## src/rtl/branch_ctrl_seq_pkg.sv

```systemverilog
// Shared types and constants for the fetch + conditional-branch control sequencer.
package branch_ctrl_seq_pkg;

  typedef enum logic [2:0] {
    ST_IDLE = 3'd0,
    ST_T0   = 3'd1,
    ST_T1   = 3'd2,
    ST_T2   = 3'd3,
    ST_T3   = 3'd4,
    ST_T4   = 3'd5,
    ST_T5   = 3'd6,
    ST_T6   = 3'd7
  } state_e;

  typedef enum logic [1:0] {
    C2_ZR = 2'b00,
    C2_NZ = 2'b01,
    C2_PL = 2'b10,
    C2_MI = 2'b11
  } c2_e;

  localparam logic [5:0] ALU_ADD_DEF  = 6'd0;
  localparam logic [5:0] ALU_IDLE_DEF = 6'd13;
  localparam logic [4:0] OPC_BR_DEF   = 5'b10010;

  typedef struct packed {
    logic pc_out;
    logic mar_in;
    logic inc_pc;
    logic read;
    logic mdr_in;
    logic mdr_out;
    logic ir_in;
    logic r_out;
    logic con_in;
    logic y_in;
    logic c_out;
    logic z_in;
    logic zlo_out;
    logic pc_in;
    logic busy;
  } strobes_t;

  function automatic logic branch_cond(input logic [1:0] c2, input logic is_zero,
                                       input logic sign_bit);
    logic res;
    case (c2_e'(c2))
      C2_ZR:   res = is_zero;
      C2_NZ:   res = !is_zero;
      C2_PL:   res = !sign_bit;
      C2_MI:   res = sign_bit;
      default: res = 1'b0;
    endcase
    return res;
  endfunction

endpackage

```

## src/rtl/branch_ctrl_seq_con_ff.sv

```systemverilog
// CON flip-flop: decodes the C2 branch condition against the Ra value on the bus
// and captures the result whenever con_in_i is strobed.
module con_ff_logic
  import branch_ctrl_seq_pkg::*;
#(
  parameter int DATA_W = 32
) (
  input  logic              clock,
  input  logic              clr,
  input  logic              con_in_i,
  input  logic [1:0]        c2_i,
  input  logic [DATA_W-1:0] bus_i,
  output logic              con_ff_o
);

  logic cond_s;
  logic con_ff_q;

  always_comb begin
    cond_s = branch_cond(c2_i, (bus_i == '0), bus_i[DATA_W-1]);
  end

  always_ff @(posedge clock or negedge clr) begin
    if (!clr) begin
      con_ff_q <= 1'b0;
    end else if (con_in_i) begin
      con_ff_q <= cond_s;
    end else begin
      con_ff_q <= con_ff_q;
    end
  end

  assign con_ff_o = con_ff_q;

endmodule

```

## src/rtl/branch_ctrl_seq.sv

```systemverilog
// Fetch + conditional-branch control sequencer: walks T0..T6, each STEP_CYCLES clocks long,
// and drives registered datapath strobes decoded from the next state.
module branch_ctrl_seq
  import branch_ctrl_seq_pkg::*;
#(
  parameter int                   DATA_W      = 32,
  parameter int                   REG_IDX_W   = 4,
  parameter int                   ALU_SEL_W   = 6,
  parameter logic [ALU_SEL_W-1:0] ALU_ADD     = ALU_SEL_W'(ALU_ADD_DEF),
  parameter logic [ALU_SEL_W-1:0] ALU_IDLE    = ALU_SEL_W'(ALU_IDLE_DEF),
  parameter logic [4:0]           OPC_BR      = OPC_BR_DEF,
  parameter int                   STEP_CYCLES = 4
) (
  input  logic                 clock,
  input  logic                 clr,
  input  logic                 start,
  input  logic [DATA_W-1:0]    ir,
  input  logic [DATA_W-1:0]    bus_in,
  output logic                 pc_out,
  output logic                 mar_in,
  output logic                 inc_pc,
  output logic                 read,
  output logic                 mdr_in,
  output logic                 mdr_out,
  output logic                 ir_in,
  output logic [REG_IDX_W-1:0] gra,
  output logic                 r_out,
  output logic                 con_in,
  output logic                 y_in,
  output logic                 c_out,
  output logic [ALU_SEL_W-1:0] alu_sel,
  output logic                 z_in,
  output logic                 zlo_out,
  output logic                 pc_in,
  output logic                 con_ff,
  output logic                 busy,
  output logic                 done,
  output logic                 illegal
);

  // A one-cycle step still needs a 1-bit counter; it simply never leaves zero.
  localparam int              CNT_W    = (STEP_CYCLES > 1) ? $clog2(STEP_CYCLES) : 1;
  localparam logic [CNT_W-1:0] CNT_LAST = CNT_W'(STEP_CYCLES - 1);

  state_e                state_q, state_d;
  logic [CNT_W-1:0]      cnt_q, cnt_d;
  strobes_t              stb_q, stb_d;
  logic [REG_IDX_W-1:0]  gra_q, gra_d;
  logic [ALU_SEL_W-1:0]  alu_q, alu_d;
  logic                  done_q, done_d;
  logic                  illegal_q, illegal_d;
  logic                  last_s, last_d_s, opc_ok_s, con_ff_s;
  logic                  ir_unused_s;

  assign opc_ok_s    = (ir[DATA_W-1 -: 5] == OPC_BR);
  assign ir_unused_s = ^{ir[22:21], ir[18:0]};

  always_comb begin
    state_d   = state_q;
    cnt_d     = cnt_q;
    done_d    = 1'b0;
    illegal_d = 1'b0;
    last_s    = (cnt_q == CNT_LAST);
    if (state_q == ST_IDLE) begin
      if (start) begin
        state_d = ST_T0;
        cnt_d   = '0;
      end else begin
        state_d = ST_IDLE;
      end
    end else if (last_s) begin
      cnt_d = '0;
      case (state_q)
        ST_T0: state_d = ST_T1;
        ST_T1: state_d = ST_T2;
        // Opcode is checked as T3 would be entered, so a bad IR never shows T3 strobes.
        ST_T2: begin
          if (opc_ok_s) begin
            state_d = ST_T3;
          end else begin
            state_d   = ST_IDLE;
            illegal_d = 1'b1;
          end
        end
        ST_T3: state_d = ST_T4;
        ST_T4: state_d = ST_T5;
        ST_T5: state_d = ST_T6;
        ST_T6: begin
          state_d = ST_IDLE;
          done_d  = 1'b1;
        end
        default: state_d = ST_IDLE;
      endcase
    end else begin
      cnt_d = cnt_q + CNT_W'(1);
    end
  end

  always_comb begin
    stb_d      = '0;
    gra_d      = '0;
    alu_d      = ALU_IDLE;
    last_d_s   = (cnt_d == CNT_LAST);
    stb_d.busy = (state_d != ST_IDLE);
    case (state_d)
      ST_T0: begin
        stb_d.pc_out = 1'b1;
        stb_d.mar_in = 1'b1;
        stb_d.inc_pc = last_d_s;
      end
      ST_T1: begin
        stb_d.read   = 1'b1;
        stb_d.mdr_in = 1'b1;
      end
      ST_T2: begin
        stb_d.mdr_out = 1'b1;
        stb_d.ir_in   = 1'b1;
      end
      ST_T3: begin
        gra_d        = ir[23 +: REG_IDX_W];
        stb_d.r_out  = 1'b1;
        stb_d.con_in = last_d_s;
      end
      ST_T4: begin
        stb_d.pc_out = 1'b1;
        stb_d.y_in   = 1'b1;
      end
      ST_T5: begin
        stb_d.c_out = 1'b1;
        stb_d.z_in  = 1'b1;
        alu_d       = ALU_ADD;
      end
      ST_T6: begin
        if (con_ff_s) begin
          stb_d.zlo_out = 1'b1;
          stb_d.pc_in   = 1'b1;
        end else begin
          stb_d.zlo_out = 1'b0;
        end
      end
      default: stb_d.busy = 1'b0;
    endcase
  end

  always_ff @(posedge clock or negedge clr) begin
    if (!clr) begin
      state_q   <= ST_IDLE;
      cnt_q     <= '0;
      stb_q     <= '0;
      gra_q     <= '0;
      alu_q     <= ALU_IDLE;
      done_q    <= 1'b0;
      illegal_q <= 1'b0;
    end else begin
      state_q   <= state_d;
      cnt_q     <= cnt_d;
      stb_q     <= stb_d;
      gra_q     <= gra_d;
      alu_q     <= alu_d;
      done_q    <= done_d;
      illegal_q <= illegal_d;
    end
  end

  con_ff_logic #(.DATA_W(DATA_W)) u_con_ff (
    .clock    (clock),
    .clr      (clr),
    .con_in_i (stb_q.con_in),
    .c2_i     (ir[20:19]),
    .bus_i    (bus_in),
    .con_ff_o (con_ff_s)
  );

  assign pc_out  = stb_q.pc_out;
  assign mar_in  = stb_q.mar_in;
  assign inc_pc  = stb_q.inc_pc;
  assign read    = stb_q.read;
  assign mdr_in  = stb_q.mdr_in;
  assign mdr_out = stb_q.mdr_out;
  assign ir_in   = stb_q.ir_in;
  assign r_out   = stb_q.r_out;
  assign con_in  = stb_q.con_in;
  assign y_in    = stb_q.y_in;
  assign c_out   = stb_q.c_out;
  assign z_in    = stb_q.z_in;
  assign zlo_out = stb_q.zlo_out;
  assign pc_in   = stb_q.pc_in;
  assign busy    = stb_q.busy;
  assign gra     = gra_q;
  assign alu_sel = alu_q;
  assign done    = done_q;
  assign illegal = illegal_q;
  assign con_ff  = con_ff_s;

endmodule

```

## config.mk

```make
export PLATFORM = sky130hd
export DESIGN_NAME = branch_ctrl_seq
export DESIGN_NICKNAME = d
export VERILOG_FILES = /design/src/rtl/branch_ctrl_seq_pkg.sv /design/src/rtl/branch_ctrl_seq_con_ff.sv /design/src/rtl/branch_ctrl_seq.sv
export SDC_FILE = /design/constraint.sdc
export NUM_CORES = 1
export LEC_CHECK = 0
export ABC_AREA = 1
export CAP_MARGIN = 20
export CORE_MARGIN = 5
export CORE_UTILIZATION = 32
export CTS_CLUSTER_DIAMETER = 50
export DETAILED_ROUTE_END_ITERATION = 7
export PLACE_DENSITY = 0.79
export SLEW_MARGIN = 5
export SYNTH_ARGS = -nofsm -noshare
export SYNTH_HDL_FRONTEND = slang
export SYNTH_SLANG_ARGS = --single-unit
```

## constraint.sdc

```tcl
create_clock -name clock -period 2 [get_ports clock]
set_clock_uncertainty 0.15 [all_clocks]
set_input_delay 0.3 -clock clock [delete_from_list [all_inputs] [get_ports clock]]
set_output_delay 0.3 -clock clock [all_outputs]
set_load 0.01 [all_outputs]
```

==> run metrics, run 1 <==
synth top area cells=dfrtp_1 (49%), nor2_1 (9.6%), nand2_1 (8.3%); GRT Resource Usage Total=9.93%; Clock Latency Late Sink=0.27 ns; Worst setup SP type=flop; Core ar.=between 3000 and 4000 µm²; pin count of the biggest net entering global routing=25; Pwr Total=1.73 mW; # port buffers=70; Arr. time, crit path=1.34 ns; FFs w/ async S/R, synth=100%; CP max stage delay=around 0.54 ns; Max Cap Viol=0; final setup fails=0; initial antenna violation count=0; Post-synth top cells=nor2_1 (30), nand2_1 (26), dfrtp_1 (23); final hold violations=0; Bufs on Longest Clock Path=2; total of fill cells in the finished design=about 330; Max stage delay cell, worst path=dfstp_2; reg2reg path depth=8; Crit Path Class=reg2out; die area=4990 µm²; Final Cycle Share=89.5%; cell row count=22; post-synthesis cell area=1180 µm²; f_max=around 0.56 GHz; Vias/cell=3.99; setup_tns=0 ns; min-delay worst type=in2async; Num Clock Sinks=24; nets=275; Die Wd=70.6 µm; Worst Path Required=around 1.6 ns; num ports=95; Setup crit end kind=primary output; vias in the first global route=922; first-pass GRT wire length=3970 µm; area grow syn2layout=66.3%; status=completed; r2r setup slk=roughly 0.33 ns; CP top delay family=flip-flops; Design Area, Final=about 2000 µm²; post-CTS resize count=0; RSZ-0062 raised after global routing=false; ant diodes=0; DP Area=roughly 1900 µm²; Leakage=0.908 nW; Buf/Inv on CP=1; CTS tree=built; Synth area leader=dfrtp_1; DR pass1 iterations=4; HPWL Detailed=between 2000 and 2500 µm; Max Fanout on Critical Path=3; Die Ht=70.6 µm; setup ws final=around 0.21 ns; reg2reg start=cnt_q[0]; cells along the critical path=clkdlybuf4s50_1; DRC=0; CTS root buf=clkbuf_8; Synth Flop Type=dfrtp_1; Crit. Startpoint=alu_sel[2]; Post-Syn Instances=138; gpl congestion=0.758; Max rail drop VDD=0.000615 V; Yosys reg bits=24; Clock Pin Slew Worst Setup and Hold Paths=0.09 ns; Post-DRT Antenna Nets=0; worst r2r dst=r_out; Tmin final=1.79 ns; Seq/Total Area, Yosys=51.2%; Slew Viols, Final=0; hold_buf cts=0; Unique masters post-synth=22; routed vias=about 1,000; Num CTS Buffers=3; initial core utilization=32.6%; max reg flops=4; Syn Area/Cell=8.52 µm²; fraction of layout cells with a size suffix above 1=13.6%; YS warnings=0; WL per Instance=9.73 µm; H-Tree Depth=1; Yosys top cell area share=48.9%; post-CTS setup buffer count=0; global route overflow=0; most instantiated library cell after synthesis=nor2_1; DR iter-0 viols=22; PwrDens=883 nW/µm²; final WL=2470 µm; Setup WS pre-CTS=0.318 ns; EDFF count, synth=0
## cell type report
cell class                 instances  area (µm²)  share of cell area [%]
timing repair buffer              71         708                    36.2
sequential                        24         602                    30.8
multi-input combinational         88         438                    22.4
inverter                          19        76.3                    3.90
tap                               48        60.1                    3.07
clock buffer                       3        41.3                    2.11
clock inverter                     1        30.0                    1.54
## where the power goes
| part | internal, mW | leakage (nW) | switching (mW) | total [mW] |
|---|---|---|---|---|
| registers | 0.582 | 0.306 | 0.0653 | 0.647 |
| clock network | 0.268 | 0.0357 | 0.153 | 0.420 |
| logic | 0.323 | 0.565 | 0.336 | 0.659 |
## worst max-delay path by stage
stage / cells past startpoint / to / slack (ns)
4_1_cts: 1 / alu_sel[0] / 0.20
3_3_place_gp: 9 / u_con_ff.con_ff_o / 0.34
5_1_grt: 1 / alu_sel[0] / 0.17
2_1_floorplan: 8 / r_out / 0.46
6_report: 1 / alu_sel[0] / 0.21
3_5_place_dp: 9 / u_con_ff.con_ff_o / 0.32
## routing by layer
metal | up-vias | part of all wire, % | global-route usage [%]
met1 | 437 | 36 | 9.93
met5 | - | 0 | 0
met2 | 36 | 52 | 18.9
met4 | 0 | 0.32 | 1.25
met3 | 2 | 11 | 4.97
li1 | 539 | - | -
## kinds of logic after synthesis
group / count (synthesis) / share of synthesized area (%)
AO/OA/AOI/OAI: 4 / 2.34
XOR/XNOR: 1 / 0.745
adder cells (fa/ha/maj): 1 / 1.06
buffers and inverters: 28 / 12.2
flip-flops: 24 / 51.2
other: 1 / 0.319
AND/OR/NAND/NOR: 79 / 32.1
## metrics by stage
stage	util, %	hold slack (ns)	instances
detailed placement	52.3	0.344	250
finish	54.2	0.233	254
floorplan	-	-0.146	140
global route	54.2	0.266	254
global placement	52.3	0.329	250
CTS	54.2	0.242	254
## cells in the final DEF, fill, tap and decap left out, drive strengths merged
cell,n
clkdlybuf4s50,70
nor2,39
nand2,32
dfrtp,23
inv,18
nand3,6
o21ai,3
conb,3
clkbuf,3
xor2,1
nand4,1
clkinv,1
o31ai,1
nor3,1
ha,1
dfstp,1
bufinv,1
buf,1
No activity file was read; power rests on OpenSTA's default activity.
==> run 2: changes to the inputs <==
--- a/config.mk
+++ b/config.mk
@@ -7,11 +7,13 @@
 export LEC_CHECK = 0
 export ABC_AREA = 1
 export CAP_MARGIN = 20
+export CELL_PAD_IN_SITES_DETAIL_PLACEMENT = 0
+export CELL_PAD_IN_SITES_GLOBAL_PLACEMENT = 1
 export CORE_MARGIN = 5
-export CORE_UTILIZATION = 32
+export CORE_UTILIZATION = 21
 export CTS_CLUSTER_DIAMETER = 50
 export DETAILED_ROUTE_END_ITERATION = 7
-export PLACE_DENSITY = 0.79
+export PLACE_DENSITY_LB_ADDON = 0.1
 export SLEW_MARGIN = 5
 export SYNTH_ARGS = -nofsm -noshare
 export SYNTH_HDL_FRONTEND = slang
==> run metrics, run 2 (synthesis gave the netlist of run 1 again) <==
Final Cycle Share=89.3% (-0.27 points); commonest non-fill, non-tap cell in the layout=clkdlybuf4s50_1; Crit. Startpoint=alu_sel[2]; CP max stage delay=0.54 ns (about the same); global route overflow=0 (unchanged); reg2reg start=cnt_q[0]; Max Cap Viol=0 (unchanged); RSZ-0062 raised after global routing=false; Tmin final=1.79 ns (-0.00545 ns); Num CTS Buffers=3 (unchanged); Slew Viols, Final=0 (unchanged); num ports=95 (unchanged); Crit Path Class=reg2out; fraction of layout cells with a size suffix above 1=13.6% (unchanged); setup ws final=0.215 ns (+0.00545 ns); Core ar.=5470 µm² (+52%); area grow syn2layout=67.4%; post-CTS resize count=0 (unchanged); status=completed; initial core utilization=21.5% (-11 points); Num Clock Sinks=24 (unchanged); die area=7200 µm² (+44%); post-CTS setup buffer count=0 (unchanged); Die Wd=84.8 µm (+20%); Leakage=0.901 nW (-0.77%); routed vias=1,045 (+3.1%); initial antenna violation count=0 (unchanged); Vias/cell=3.76 (-5.8%); final setup fails=0 (unchanged); DRC=0 (unchanged); Max rail drop VDD=0.000488 V (-21%); GRT Resource Usage Total=8.15% (-1.8 points); vias in the first global route=1,073 (+16%); ant diodes=0 (unchanged); cell row count=27 (+23%); final WL=3000 µm (+22%); DR pass1 iterations=2 (-2); Max stage delay cell, worst path=dfstp_2; CTS root buf=clkbuf_8; Pwr Total=1.65 mW (-4.7%); # port buffers=70 (unchanged); min-delay worst type=in2async; gpl congestion=0.762 (+0.42%); setup_tns=0 ns (unchanged); Die Ht=84.8 µm (+20%); Worst Path Required=1.55 ns (about the same); most frequent cells in the layout=clkdlybuf4s50_1 (70), nor2_1 (30), nand2_1 (26), dfrtp_1 (23), inv_1 (15); PwrDens=836 nW/µm² (-5.3%); HPWL Detailed=2570 µm (+18%); Arr. time, crit path=1.34 ns (about the same); hold_buf cts=0 (unchanged); cells along the critical path=clkdlybuf4s50_1; first-pass GRT wire length=4730 µm (+19%); CTS tree=built; CP top delay family=flip-flops; WL per Instance=10.8 µm (+11%); H-Tree Depth=1 (unchanged); Setup crit end kind=primary output; Setup WS pre-CTS=0.282 ns (-0.0358 ns); Clock Latency Late Sink=0.26 ns (about the same); max reg flops=4 (unchanged); Clock Pin Slew Worst Setup and Hold Paths=0.08 ns (about the same); Max Fanout on Critical Path=3 (unchanged); final core utilization=36.0% (-18 points); nets=275 (unchanged); Post-DRT Antenna Nets=0 (unchanged); pin count of the biggest net entering global routing=25 (unchanged); final hold violations=0 (unchanged); Worst setup SP type=flop; DR iter-0 viols=23 (+4.5%); Buf/Inv on CP=1 (unchanged); f_max=0.560 GHz (+0.31%); Bufs on Longest Clock Path=2 (unchanged)
==> run 2: changes by cell type in the layout (fill, tap and decap cells not counted) <==
cell,before,now
bufinv_16,1,0
clkbuf_8,3,4
==> run 2: routing by layer <==
layer	share of wire (%)	track usage, %	wire length, µm	vias to the layer above
li1	-	-	-	537
met1	36	8.20	1070	476
met2	56	15.4	1670	30
met3	8.0	3.59	240	2
met4	0.63	1.73	19	0
met5	0	0	0	-
==> run 2: metrics by stage <==
stage / std cells / instance area [µm²] / hold slack (ns)
floorplan: 140 / 1180 / -0.146
global placement: 274 / 1910 / 0.336
detailed placement: 274 / 1910 / 0.339
CTS: 278 / 1970 / 0.259
global route: 278 / 1970 / 0.285
finish: 278 / 1970 / 0.248
==> run 2: area by class of cell <==
type,count,area (µm²)
fill,574,3500
timing repair buffer,71,708
sequential,24,602
multi-input combinational,88,438
tap,72,90.1
inverter,19,76.3
clock buffer,4,55.1
==> run 2: worst paths after layout <==
path                                endpoint  slack [ns]  depth (start not counted)
min in group clock         u_con_ff.con_ff_o        0.35                          2
max reg2reg                            r_out        0.33                          8
min reg2reg                u_con_ff.con_ff_o        0.35                          2
max                               alu_sel[2]        0.21                          1
max in group asynchronous         alu_sel[2]        1.17                          2
min                        u_con_ff.con_ff_o        0.25                          2
==> run 2: power breakdown <==
| group | total [mW] | switching [mW] | internal, mW |
|---|---|---|---|
| Combinational | 0.676 | 0.351 | 0.325 |
| Sequential | 0.651 | 0.0682 | 0.582 |
| Clock | 0.319 | 0.144 | 0.175 |
| Total | 1.65 | 0.563 | 1.08 |
==> run 3: changes to the inputs <==
--- a/config.mk
+++ b/config.mk
@@ -5,8 +5,6 @@
 export SDC_FILE = /design/constraint.sdc
 export NUM_CORES = 1
 export LEC_CHECK = 0
-export ABC_AREA = 1
-export CAP_MARGIN = 20
 export CELL_PAD_IN_SITES_DETAIL_PLACEMENT = 0
 export CELL_PAD_IN_SITES_GLOBAL_PLACEMENT = 1
 export CORE_MARGIN = 5
==> run metrics, run 3 <==
Tmin final=1.80 ns (+0.0158 ns); H-Tree Depth=1 (unchanged); post-CTS setup buffer count=0 (unchanged); Clock Latency Late Sink=0.27 ns (about the same); r2r setup slk=0.21 ns (-0.12 ns); # port buffers=70 (unchanged); Num CTS Buffers=3 (unchanged); Vias/cell=4.04 (+7.5%); post-synthesis cell area=1090 µm² (-7.3%); total of fill cells in the finished design=524 (-8.7%); GRT Resource Usage Total=8.73% (+0.58 points); EDFF count, synth=0 (unchanged); Yosys top cell area share=52.8% (+3.9 points); WL per Instance=12.0 µm (+11%); initial antenna violation count=0 (unchanged); DR iter-0 viols=15 (-35%); Design Area, Final=1930 µm² (-2.0%); CTS root buf=clkbuf_8; Syn Area/Cell=11.2 µm² (+32%); initial core utilization=21.5% (about the same); min-delay worst type=in2async; HPWL Detailed=2450 µm (-4.9%); f_max=0.555 GHz (-0.88%); Critical Path Stages=1 (unchanged); pin count of the biggest net entering global routing=25 (unchanged); PwrDens=908 nW/µm² (+8.7%); gpl congestion=0.690 (-9.4%); CP top delay family=flip-flops; status=completed; routed vias=966 (-7.6%); most frequent cells in the layout=clkdlybuf4s50_1 (70), dfrtp_1 (23), nor4_1 (7); setup ws final=0.199 ns (-0.0158 ns); num ports=95 (unchanged); final WL=2870 µm (-4.4%); Max rail drop VDD=0.000426 V (-13%); hold_buf cts=0 (unchanged); first-pass GRT wire length=4490 µm (-5.0%); final setup fails=0 (unchanged); most instantiated library cell after synthesis=dfrtp_1; worst r2r dst=busy; worst setup path endpoint=alu_sel[2]; Final Cycle Share=90.0% (+0.79 points); FFs w/ async S/R, synth=100% (unchanged); Post-DRT Antenna Nets=0 (unchanged); Worst Path Required=1.55 ns (about the same); Slew Viols, Final=0 (unchanged); Crit. Startpoint=alu_sel[2]; Yosys reg bits=24 (unchanged); die area=6730 µm² (-6.5%); reg2reg start=cnt_q[0]; Buf/Inv on CP=1 (unchanged); Unique masters post-synth=36 (+64%); cell row count=26 (-3.7%); Num Clock Sinks=24 (unchanged); cells along the critical path=clkdlybuf4s50_1; Max stage delay cell, worst path=dfstp_2; Die Ht=82.0 µm (-3.3%); Worst setup SP type=flop; Synth area leader=dfrtp_1; area grow syn2layout=77.0%; synth top area cells=dfrtp_1 (53%), buf_4 (6.2%), nor4_1 (4.0%); Post-Syn Instances=97 (-30%); Die Wd=82.0 µm (-3.3%); commonest non-fill, non-tap cell in the layout=clkdlybuf4s50_1; DR pass1 iterations=4 (+2); Crit Path Class=reg2out; DP Area=1860 µm² (-2.9%); CP max stage delay=0.55 ns (about the same); non-filler cells, final=239 (-14%); max reg flops=4 (unchanged); Post-synth top cells=dfrtp_1 (23), buf_4 (9), nor4_1 (7); ant diodes=0 (unchanged); YS warnings=0 (unchanged); Setup crit end kind=primary output; Arr. time, crit path=1.35 ns (about the same); Clock Pin Slew Worst Setup and Hold Paths=0.09 ns (about the same); reg2reg path depth=6 (-2); RSZ-0062 raised after global routing=false; Setup WS pre-CTS=-0.0543 ns (-0.337 ns); Seq/Total Area, Yosys=55.2% (+4.1 points); Synth Flop Type=dfrtp_1; Leakage=0.761 nW (-15%); Bufs on Longest Clock Path=2 (unchanged); Pwr Total=1.75 mW (+6.5%); vias in the first global route=975 (-9.1%); DRC=0 (unchanged); placed insts=235 (-14%); final hold violations=0 (unchanged); global route overflow=0 (unchanged); Core ar.=5070 µm² (-7.3%); fraction of layout cells with a size suffix above 1=10.1% (-3.5 points); post-CTS resize count=0 (unchanged); Max Cap Viol=0 (unchanged); Max Fanout on Critical Path=3 (unchanged); CTS tree=built; nets=238 (-13%)
[run 3: changes by cell type in the layout (fill, tap and decap cells not counted), moves of 3 or more]
cell and delta:
nor3_1 +5, buf_4 +5, nand2_1 -22, inv_1 -13
nor2b_1 +3, nor2_2 -8, nand2_2 -4, nor2_1 -24
and2_1 +4, nor4_1 +7
[run 3: cells by family after synthesis]
group | after synthesis | synth area share [%]
muxes | 1 | 1.03
DFF | 24 | 55.2
buffers and inverters | 13 | 7.69
xor gates and xnor gates | 2 | 1.61
and+or+nand+nor | 46 | 24.9
adders and majority gates | 1 | 1.15
other | 1 | 0.344
AOI/OAI and AO/OA | 9 | 8.04
[run 3: report_power, final]
group          switching (mW)  internal [mW]
registers              0.0701          0.587
logic                   0.287          0.388
clock network           0.152          0.268
[run 3: final cells by class]
| class | count | area [µm²] | area share [%] |
|---|---|---|---|
| Inverter | 3 | 11.3 | 0.584 |
| Clock inverter | 1 | 30.0 | 1.56 |
| Clock buffer | 3 | 41.3 | 2.14 |
| Sequential cell | 24 | 602 | 31.2 |
| Timing Repair Buffer | 76 | 746 | 38.7 |
| Tap cell | 70 | 87.6 | 4.54 |
| Multi-Input combinational cell | 62 | 412 | 21.3 |
[run 3: how the worst min path moves through the flow]
stage	to	depth (start not counted)	slack (ns)	from
5_1_grt	pc_in	2	0.30	clr
3_5_place_dp	u_con_ff.con_ff_o	2	0.40	u_con_ff.con_ff_o
2_1_floorplan	busy	0	-0.15	clr
6_report	pc_in	2	0.24	clr
4_1_cts	pc_in	2	0.26	clr
3_3_place_gp	u_con_ff.con_ff_o	2	0.39	u_con_ff.con_ff_o
[run 3: stage by stage]
stage / util [%] / setup TNS, ns / hold WS [ns]
after floorplan: - / 0 / -0.146
after global routing: 38.0 / 0 / 0.296
after global placement: 36.6 / -0.0525 / 0.392
final: 38.0 / 0 / 0.242
after detailed placement: 36.6 / -0.0543 / 0.403
after CTS: 38.0 / 0 / 0.257
[run 3: per-layer routing]
metal  vias to the layer above  track usage (%)  part of all wire (%)
li1                        475                -                     -
met1                       457             9.46                    39
met2                        30             16.0                    52
met3                         4             3.29                   7.5
met4                         0             1.99                  0.77
met5                         -                0                     0
